===== config.mk =====
export PLATFORM = sky130hd
export DESIGN_NAME = fetch_stage
export DESIGN_NICKNAME = d
export VERILOG_FILES = /design/src/rtl/fetch_stage_pkg.sv /design/src/rtl/fetch_queue.sv /design/src/rtl/fetch_stage.sv
export SDC_FILE = /design/constraint.sdc
export NUM_CORES = 1
export LEC_CHECK = 0
export ABC_AREA = 1
export BUFFER_PORTS_ARGS = -buffer_cell sky130_fd_sc_hd__buf_2
export CORE_MARGIN = 8
export CORE_UTILIZATION = 50
export CTS_CLUSTER_SIZE = 16
export DETAILED_ROUTE_END_ITERATION = 8
export GPL_TIMING_DRIVEN = 0
export MAX_ROUTING_LAYER = met4
export PLACE_DENSITY = 0.78
export SYNTH_ARGS = -nofsm -noshare
export SYNTH_HDL_FRONTEND = slang
export SYNTH_SLANG_ARGS = --single-unit

===== constraint.sdc =====
create_clock -name clk -period 2.2 [get_ports clk]
set_input_delay 0.44 -clock clk [delete_from_list [all_inputs] [get_ports clk]]
set_output_delay 0.44 -clock clk [all_outputs]
set_load 0.01 [all_outputs]

===== src/rtl/fetch_stage_pkg.sv =====
// -----------------------------------------------------------------------------
// fetch_stage_pkg
// Shared definitions for the instruction fetch stage: default widths, default
// fetch queue depth and the queue entry format ({pc, inst}).
//
// Compile-time defaults (overridable on the command line):
//   `FQ_DEPTH   default fetch queue depth (power of two, >= 2)
//   `AddrWidth  default address width
//   `InstWidth  default instruction width
// -----------------------------------------------------------------------------
`ifndef FQ_DEPTH
`define FQ_DEPTH 4
`endif

`ifndef AddrWidth
`define AddrWidth 32
`endif

`ifndef InstWidth
`define InstWidth 32
`endif

package fetch_stage_pkg;

    localparam int unsigned ADDR_WIDTH_DEF = `AddrWidth;
    localparam int unsigned INST_WIDTH_DEF = `InstWidth;
    localparam int unsigned FQ_DEPTH_DEF   = `FQ_DEPTH;

    // Queue entry at the default widths; fetch_stage builds an equivalent
    // entry type from its own ADDR/INST parameters.
    typedef struct packed {
        logic [ADDR_WIDTH_DEF-1:0] pc;
        logic [INST_WIDTH_DEF-1:0] inst;
    } FetchQEntry_t;

    // Width of a counter that must represent 0..depth inclusive.
    function automatic int unsigned cnt_width(input int unsigned depth);
        return $clog2(depth + 1);
    endfunction

endpackage : fetch_stage_pkg


===== src/rtl/fetch_queue.sv =====
// -----------------------------------------------------------------------------
// fetch_queue
// Generic synchronous FIFO with clear. Push and pop in the same cycle are
// allowed at any occupancy, including full (the popped slot frees room for the
// pushed word). Push while full without pop, and pop while empty, are ignored.
// rdata_o always shows the head slot; after reset the storage is all zeros.
//
// Ports:
//   clk, reset_         clock, asynchronous active-low reset
//   clr_i               drop all entries (takes priority over push/pop)
//   push_i, wdata_i     write wdata_i at the tail
//   pop_i               advance the head
//   rdata_o             head entry
//   full_o, empty_o     occupancy flags
//   count_o             number of valid entries (0..DEPTH)
// -----------------------------------------------------------------------------
module fetch_queue
    import fetch_stage_pkg::*;
#(
    parameter int unsigned WIDTH = 8,
    parameter int unsigned DEPTH = 4
)(
    input  logic                          clk,
    input  logic                          reset_,
    input  logic                          clr_i,
    input  logic                          push_i,
    input  logic                          pop_i,
    input  logic [WIDTH-1:0]              wdata_i,
    output logic [WIDTH-1:0]              rdata_o,
    output logic                          full_o,
    output logic                          empty_o,
    output logic [cnt_width(DEPTH)-1:0]   count_o
);

    localparam int unsigned PW = $clog2(DEPTH);
    localparam int unsigned CW = cnt_width(DEPTH);

    logic [WIDTH-1:0] mem_q [DEPTH];
    logic [PW-1:0]    rd_q, wr_q;
    logic [CW-1:0]    count_q, count_d;
    logic             do_push, do_pop;

    assign empty_o = (count_q == '0);
    assign full_o  = (count_q == CW'(DEPTH));
    assign count_o = count_q;
    assign rdata_o = mem_q[rd_q];

    assign do_pop  = pop_i & ~empty_o;
    assign do_push = push_i & (~full_o | do_pop);

    always_comb begin
        count_d = count_q;
        case ({do_push, do_pop})
            2'b10:   count_d = count_q + CW'(1);
            2'b01:   count_d = count_q - CW'(1);
            default: count_d = count_q;
        endcase
    end

    always_ff @(posedge clk or negedge reset_) begin
        if (!reset_) begin
            rd_q    <= '0;
            wr_q    <= '0;
            count_q <= '0;
            for (int i = 0; i < DEPTH; i++) begin
                mem_q[i] <= '0;
            end
        end else if (clr_i) begin
            rd_q    <= '0;
            wr_q    <= '0;
            count_q <= '0;
        end else begin
            if (do_push) begin
                mem_q[wr_q] <= wdata_i;
                wr_q        <= wr_q + PW'(1);
            end
            if (do_pop) begin
                rd_q <= rd_q + PW'(1);
            end
            count_q <= count_d;
        end
    end

endmodule : fetch_queue


===== src/rtl/fetch_stage.sv =====
// -----------------------------------------------------------------------------
// fetch_stage
// Instruction fetch stage between the icache and decode. Generates sequential
// fetch PCs, issues requests under credit-based flow control, buffers returned
// instructions in an in-order queue and presents them to decode. A redirect
// from the back end flushes the icache, the queue and the in-flight count and
// reloads the PC.
//
// Build option:
//   FETCH_BYPASS_EN  when defined, a response arriving at an empty queue is
//                    presented to decode in the same cycle (consumed without
//                    being written if decode is not stalled). When undefined,
//                    every response goes through the queue (1-cycle latency).
//
// Ports:
//   clk, reset_                       clock, asynchronous active-low reset
//   ic_e_, ic_pc, ic_inst             icache response (valid active-low)
//   ic_stall_                         low = icache cannot accept a request
//   fetch_e_, fetch_pc                request to icache (valid active-low)
//   flush_                            low = icache drops in-flight requests
//   dec_stall                         high = decode does not consume
//   inst_e_, inst_pc, inst            instruction to decode (valid active-low)
//   redirect_e_, redirect_pc          redirect from back end (active-low)
// -----------------------------------------------------------------------------
module fetch_stage
    import fetch_stage_pkg::*;
#(
    parameter int unsigned     ADDR     = ADDR_WIDTH_DEF,
    parameter int unsigned     INST     = INST_WIDTH_DEF,
    parameter int unsigned     FQ_DEPTH = FQ_DEPTH_DEF,
    parameter logic [ADDR-1:0] RESET_PC = '0
)(
    input  logic            clk,
    input  logic            reset_,
    input  logic            ic_e_,
    input  logic [ADDR-1:0] ic_pc,
    input  logic [INST-1:0] ic_inst,
    input  logic            ic_stall_,
    output logic            fetch_e_,
    output logic [ADDR-1:0] fetch_pc,
    output logic            flush_,
    input  logic            dec_stall,
    output logic            inst_e_,
    output logic [ADDR-1:0] inst_pc,
    output logic [INST-1:0] inst,
    input  logic            redirect_e_,
    input  logic [ADDR-1:0] redirect_pc
);

    localparam int unsigned     CW      = cnt_width(FQ_DEPTH);
    localparam int unsigned     SW      = CW + 1;
    localparam logic [ADDR-1:0] PC_STEP = ADDR'(INST / 8);

    typedef struct packed {
        logic [ADDR-1:0] pc;
        logic [INST-1:0] inst;
    } fq_entry_t;

    logic [ADDR-1:0] pc_q, pc_d;
    logic [CW-1:0]   outst_q, outst_d;

    logic            redirect;
    logic            resp;
    logic            credit;
    logic            req_valid;
    logic            accept;
    logic [SW-1:0]   inflight;

    logic            q_push, q_pop, q_full, q_empty;
    logic [CW-1:0]   q_count;
    fq_entry_t       q_wdata, q_rdata;

    assign redirect = ~redirect_e_;
    // A response in the redirect cycle belongs to the old path and is dropped.
    assign resp     = ~ic_e_ & ~redirect;

    // Queued entries plus requests still owed by the icache must fit in the
    // queue, so every response always has a slot.
    assign inflight = SW'(q_count) + SW'(outst_q);
    assign credit   = ~q_full & (inflight < SW'(FQ_DEPTH));

    // reset_ gates the request so fetch_e_ reads idle while reset is held.
    assign req_valid = reset_ & credit & ~redirect;
    assign accept    = req_valid & ic_stall_;

    assign fetch_e_ = ~req_valid;
    assign fetch_pc = pc_q;
    assign flush_   = redirect_e_;

    always_comb begin
        pc_d = pc_q;
        if (redirect) begin
            pc_d = redirect_pc;
        end else if (accept) begin
            pc_d = pc_q + PC_STEP;
        end
    end

    always_comb begin
        outst_d = outst_q;
        if (redirect) begin
            outst_d = '0;
        end else begin
            case ({accept, ~ic_e_})
                2'b10:   outst_d = outst_q + CW'(1);
                2'b01:   outst_d = outst_q - CW'(1);
                default: outst_d = outst_q;
            endcase
        end
    end

    always_ff @(posedge clk or negedge reset_) begin
        if (!reset_) begin
            pc_q    <= RESET_PC;
            outst_q <= '0;
        end else begin
            pc_q    <= pc_d;
            outst_q <= outst_d;
        end
    end

    assign q_wdata.pc   = ic_pc;
    assign q_wdata.inst = ic_inst;
    assign q_pop        = ~q_empty & ~dec_stall & ~redirect;

`ifdef FETCH_BYPASS_EN
    logic bypass;

    assign bypass  = q_empty & resp;
    // A bypassed response that decode takes this cycle never enters the queue.
    assign q_push  = resp & ~(bypass & ~dec_stall);
    assign inst_e_ = ~((~q_empty | bypass) & ~redirect);
    assign inst_pc = bypass ? ic_pc   : q_rdata.pc;
    assign inst    = bypass ? ic_inst : q_rdata.inst;
`else
    assign q_push  = resp;
    assign inst_e_ = q_empty | redirect;
    assign inst_pc = q_rdata.pc;
    assign inst    = q_rdata.inst;
`endif

    fetch_queue #(
        .WIDTH ($bits(fq_entry_t)),
        .DEPTH (FQ_DEPTH)
    ) u_fetch_queue (
        .clk     (clk),
        .reset_  (reset_),
        .clr_i   (redirect),
        .push_i  (q_push),
        .pop_i   (q_pop),
        .wdata_i (q_wdata),
        .rdata_o (q_rdata),
        .full_o  (q_full),
        .empty_o (q_empty),
        .count_o (q_count)
    );

endmodule : fetch_stage


==> impl_metrics.yaml <==
global_routing:
  grtUsageTotal: 0.262
  grt_max_degree: 118
  antenna_found_initial: 1
  grt_pass1_wl_microns: 68700
  grt-ovfl-total: 0
  grt_pass1_vias: 13117
cells_and_area:
  design_area_sq_mm: 0.0181
  final_common_cell: "nand2_1"
  multi_input_area_sq_mm: 0.00619
  layout_common_cells: "nand2_1, o21ai_1, dfrtp_1"
  final_layout_size_suffix_gt1_frac: 0.274
  regArea_sq_mm: 0.00746
  syn2layout_area_growth_pct: 30.6
  final_nets: 2067
  fillers: 2123
pwr:
  power_uw: 25800
  power.internal_uw: 16000
  switching_share: 0.380
  p_comb_frac: 0.416
  power.static_leakage_uw: 0.00888
  pwr-share-seq: 0.361
  p_switching_uw: 9820
  p_clk_frac: 0.222
  peakVddDrop_v: 0.000857
  power.density_mw_per_mm2: 1430
placement:
  port-buffer-count: 199
  dpl.hpwl_microns: 27800
  pre_cts_slack_ns: -0.472
  placed_area_sq_mm: 0.0154
  place.gp.congestion: 0.945
sta:
  hold_viol: 68
  rsz0062_at_grt: "true"
  worst_pin_slew_ns: 0.596
  fin_crit_sh: 1.11
  max_clock_freq_ghz: 0.408
  totalNegativeSetupSlack_ns: -11.72
  setup_slack_ns: -0.248
  fin_crit_ns: 2.45
  holdWs_ns: -0.167
  slew_headroom: 0.603
  slew_violations: 0
  skew_ns: 0.00886
  setup_viol: 64
routing:
  via_per_inst: 5.61
  routed_wl_microns: 43700
  drcViolationCount: 0
  dr.pass1.iters: 6
  vias: 13239
  first_iter_violations: 1331
  wl_per_cell_microns: 18.5
  ant_nets: 0
synthesis:
  ys_types: 32
  synth_top_family_by_area: "simple AND/OR/NAND/NOR gates"
  synth_top_area_share: 0.537
  ys_ff_latch: 298
  syn-num-nets: 1806
  synth_compound_area_frac: 0.181
  synth_xor_area_frac: 0.0145
  synth_area_leaders: "dfrtp_1, nand2_1, o21ai_1, o21ai_0, nor2_1"
  yosys_warnings: 0
  synth.area.mux_share: 0
  syn_area_per_cell_sq_um: 8.19
  yosysSeqAreaShare: 0.537
  netlist_instances: 1695
  synthAdderAreaFrac: 0.00919
  synthSimpleGateAreaFrac: 0.185
  synth.cell_area_sq_mm: 0.0139
  synth_top_area_cell: "dfrtp_1"
worst_setup_path:
  cp_top_family: "buffers and inverters"
  crit_buf_inv: 5
  crit_required_ns: 1.76
  ff2ff_path_depth: 14
  r2r_start: "outst_q[2]"
  r2r_setup_slack_ns: 0.02
  endpoint_kind: "output pin"
  reg2reg_to: "outst_q[2]"
  critPathKind: "flip-flop to output pin"
  critPathSlowestCell: "dfrtp_2"
  start_kind: "flip-flop"
  cp_slowest_stage_delay_ns: 0.45
  cp_max_fo: 6
  cp_cell_sequence: "buf_8 -> inv_12 -> buf_12 -> clkbuf_16 -> nor2_2 -> o22ai_2 -> buf_2"
  cp.arrival_ns: 2.01
clock_tree:
  clock_latency_ns: 0.57
  clockRootBuffer: "clkbuf_16"
  clk_pin_slew_worst_paths_ns: 0.06
  cts_buffer_depth: 3
  cts_tree: "done"
  htreeDepth: 1
  cts.sinks: 298
  numCtsBuffers: 31
outcome:
  violations: "hold timing, setup timing"
  status: "finished with violations"
die:
  design.die.area_sq_mm: 0.0334
  die_w_microns: 183
  start_util: 0.504
  pin_count: 201
  fp-row-count: 61
  core_area_sq_mm: 0.0276
  fp.dieH_microns: 183
worst_hold_path:
  hp-class: "primary input to asynchronous set/reset pin"
run:
  drv_cap: 0
flip-flops by register name (all words and copies together), names as in the netlist:
| signal | flops |
|---|---|
| u_fetch_queue.mem_q | 256 |
| u_fetch_queue.rd_q | 2 |
| u_fetch_queue.count_o | 3 |
| fetch_pc | 32 |
| outst_q | 3 |
| u_fetch_queue.wr_q | 2 |
layer usage:
layer / up-vias / routed length (microns) / track usage
met5: - / 0 / -
met4: 0 / 1470 / 0.0954
met3: 118 / 3230 / 0.0412
met2: 616 / 20900 / 0.413
met1: 6415 / 18100 / 0.338
li1: 6090 / - / -
final cells by class:
| class | instances | share of cell area |
|---|---|---|
| Buffer | 108 | 0.0493 |
| Inverter | 117 | 0.0252 |
| Clock inverter | 20 | 0.0144 |
| Clock buffer | 38 | 0.0476 |
| Antenna cell | 1 | 0.000138 |
| Timing Repair Buffer | 228 | 0.0843 |
| Tap cell | 378 | 0.0261 |
| Multi-Input combinational cell | 1172 | 0.342 |
| Sequential cell | 298 | 0.412 |
metrics by stage:
step / utilization / instances
floorplan: - / 1695
global placement: 0.558 / 2272
detailed placement: 0.560 / 2274
CTS: 0.641 / 2355
global route: 0.658 / 2360
finish: 0.658 / 2360
synth_stat cells:
master,instances
nand3_1,31
nand2_4,1
o22ai_1,64
nor3_1,4
clkbuf_1,37
buf_1,2
xor2_1,17
nand2_2,5
inv_4,1
nand4_1,3
a31oi_1,1
o21ai_1,260
nor2_1,177
o211ai_1,8
o21ai_0,145
dfrtp_1,298
fa_1,2
buf_4,8
a21oi_1,1
nor2_2,4
nand3_4,1
o211ai_2,1
ha_1,7
inv_2,2
buf_6,8
xnor2_1,6
and2_1,1
buf_2,53
inv_1,114
nand2_1,431
nand3b_1,1
a21oi_2,1
power groups by stage:
| stage | registers [uW] | logic (uW) | clock network, uW |
|---|---|---|---|
| global route | 9560 | 11800 | 6050 |
| floorplan | 8800 | 5030 | 0 |
| global placement | 8990 | 7740 | 0 |
| detailed placement | 9070 | 7980 | 0 |
| CTS | 9110 | 9930 | 5780 |
| finish | 9330 | 10800 | 5740 |
worst register-to-register path: stages (launching register included):
cell and delay (ns):
dfrtp_1 0.42, ha_4 0.26, nor2_4 0.10, nand2_2 0.08, nor2_4 0.15, nand3_4 0.09
nand2_4 0.08, inv_4 0.03, fa_2 0.37, xnor2_2 0.18, inv_1 0.05, nand2_1 0.07
nand2_1 0.06, nand2_1 0.06, nand2_1 0.06
timing repair:
item | 4_1_cts | 5_1_grt
endpoints found under the setup margin | 67 | 67
endpoints found under the hold margin | 68 | 68
setup buffers | 10 | 3
pin swaps | 54 | 51
gates cloned | 13 | 1
resized for setup | 257 | 147
cell families after synthesis:
kind of cell    after synthesis
simple gates                659
flops                       298
fa+ha+maj                     9
xor+xnor                     23
compound gates              481
buf+inv                     225
how the worst max path moves through the flow:
stage	start	endpoint	slack, ns	depth (start not counted)
6_report	u_fetch_queue.rd_q[0]	inst[18]	-0.25	7
5_1_grt	u_fetch_queue.rd_q[0]	inst_pc[30]	-0.30	7
4_1_cts	u_fetch_queue.rd_q[0]	inst_pc[30]	-0.26	7
3_5_place_dp	u_fetch_queue.rd_q[0]	inst_pc[30]	-0.47	7
3_3_place_gp	reset_	outst_q[2]	-4.98	13
2_1_floorplan	u_fetch_queue.count_o[2]	outst_q[2]	0.02	14
No activity file was read; power rests on OpenSTA's default activity.
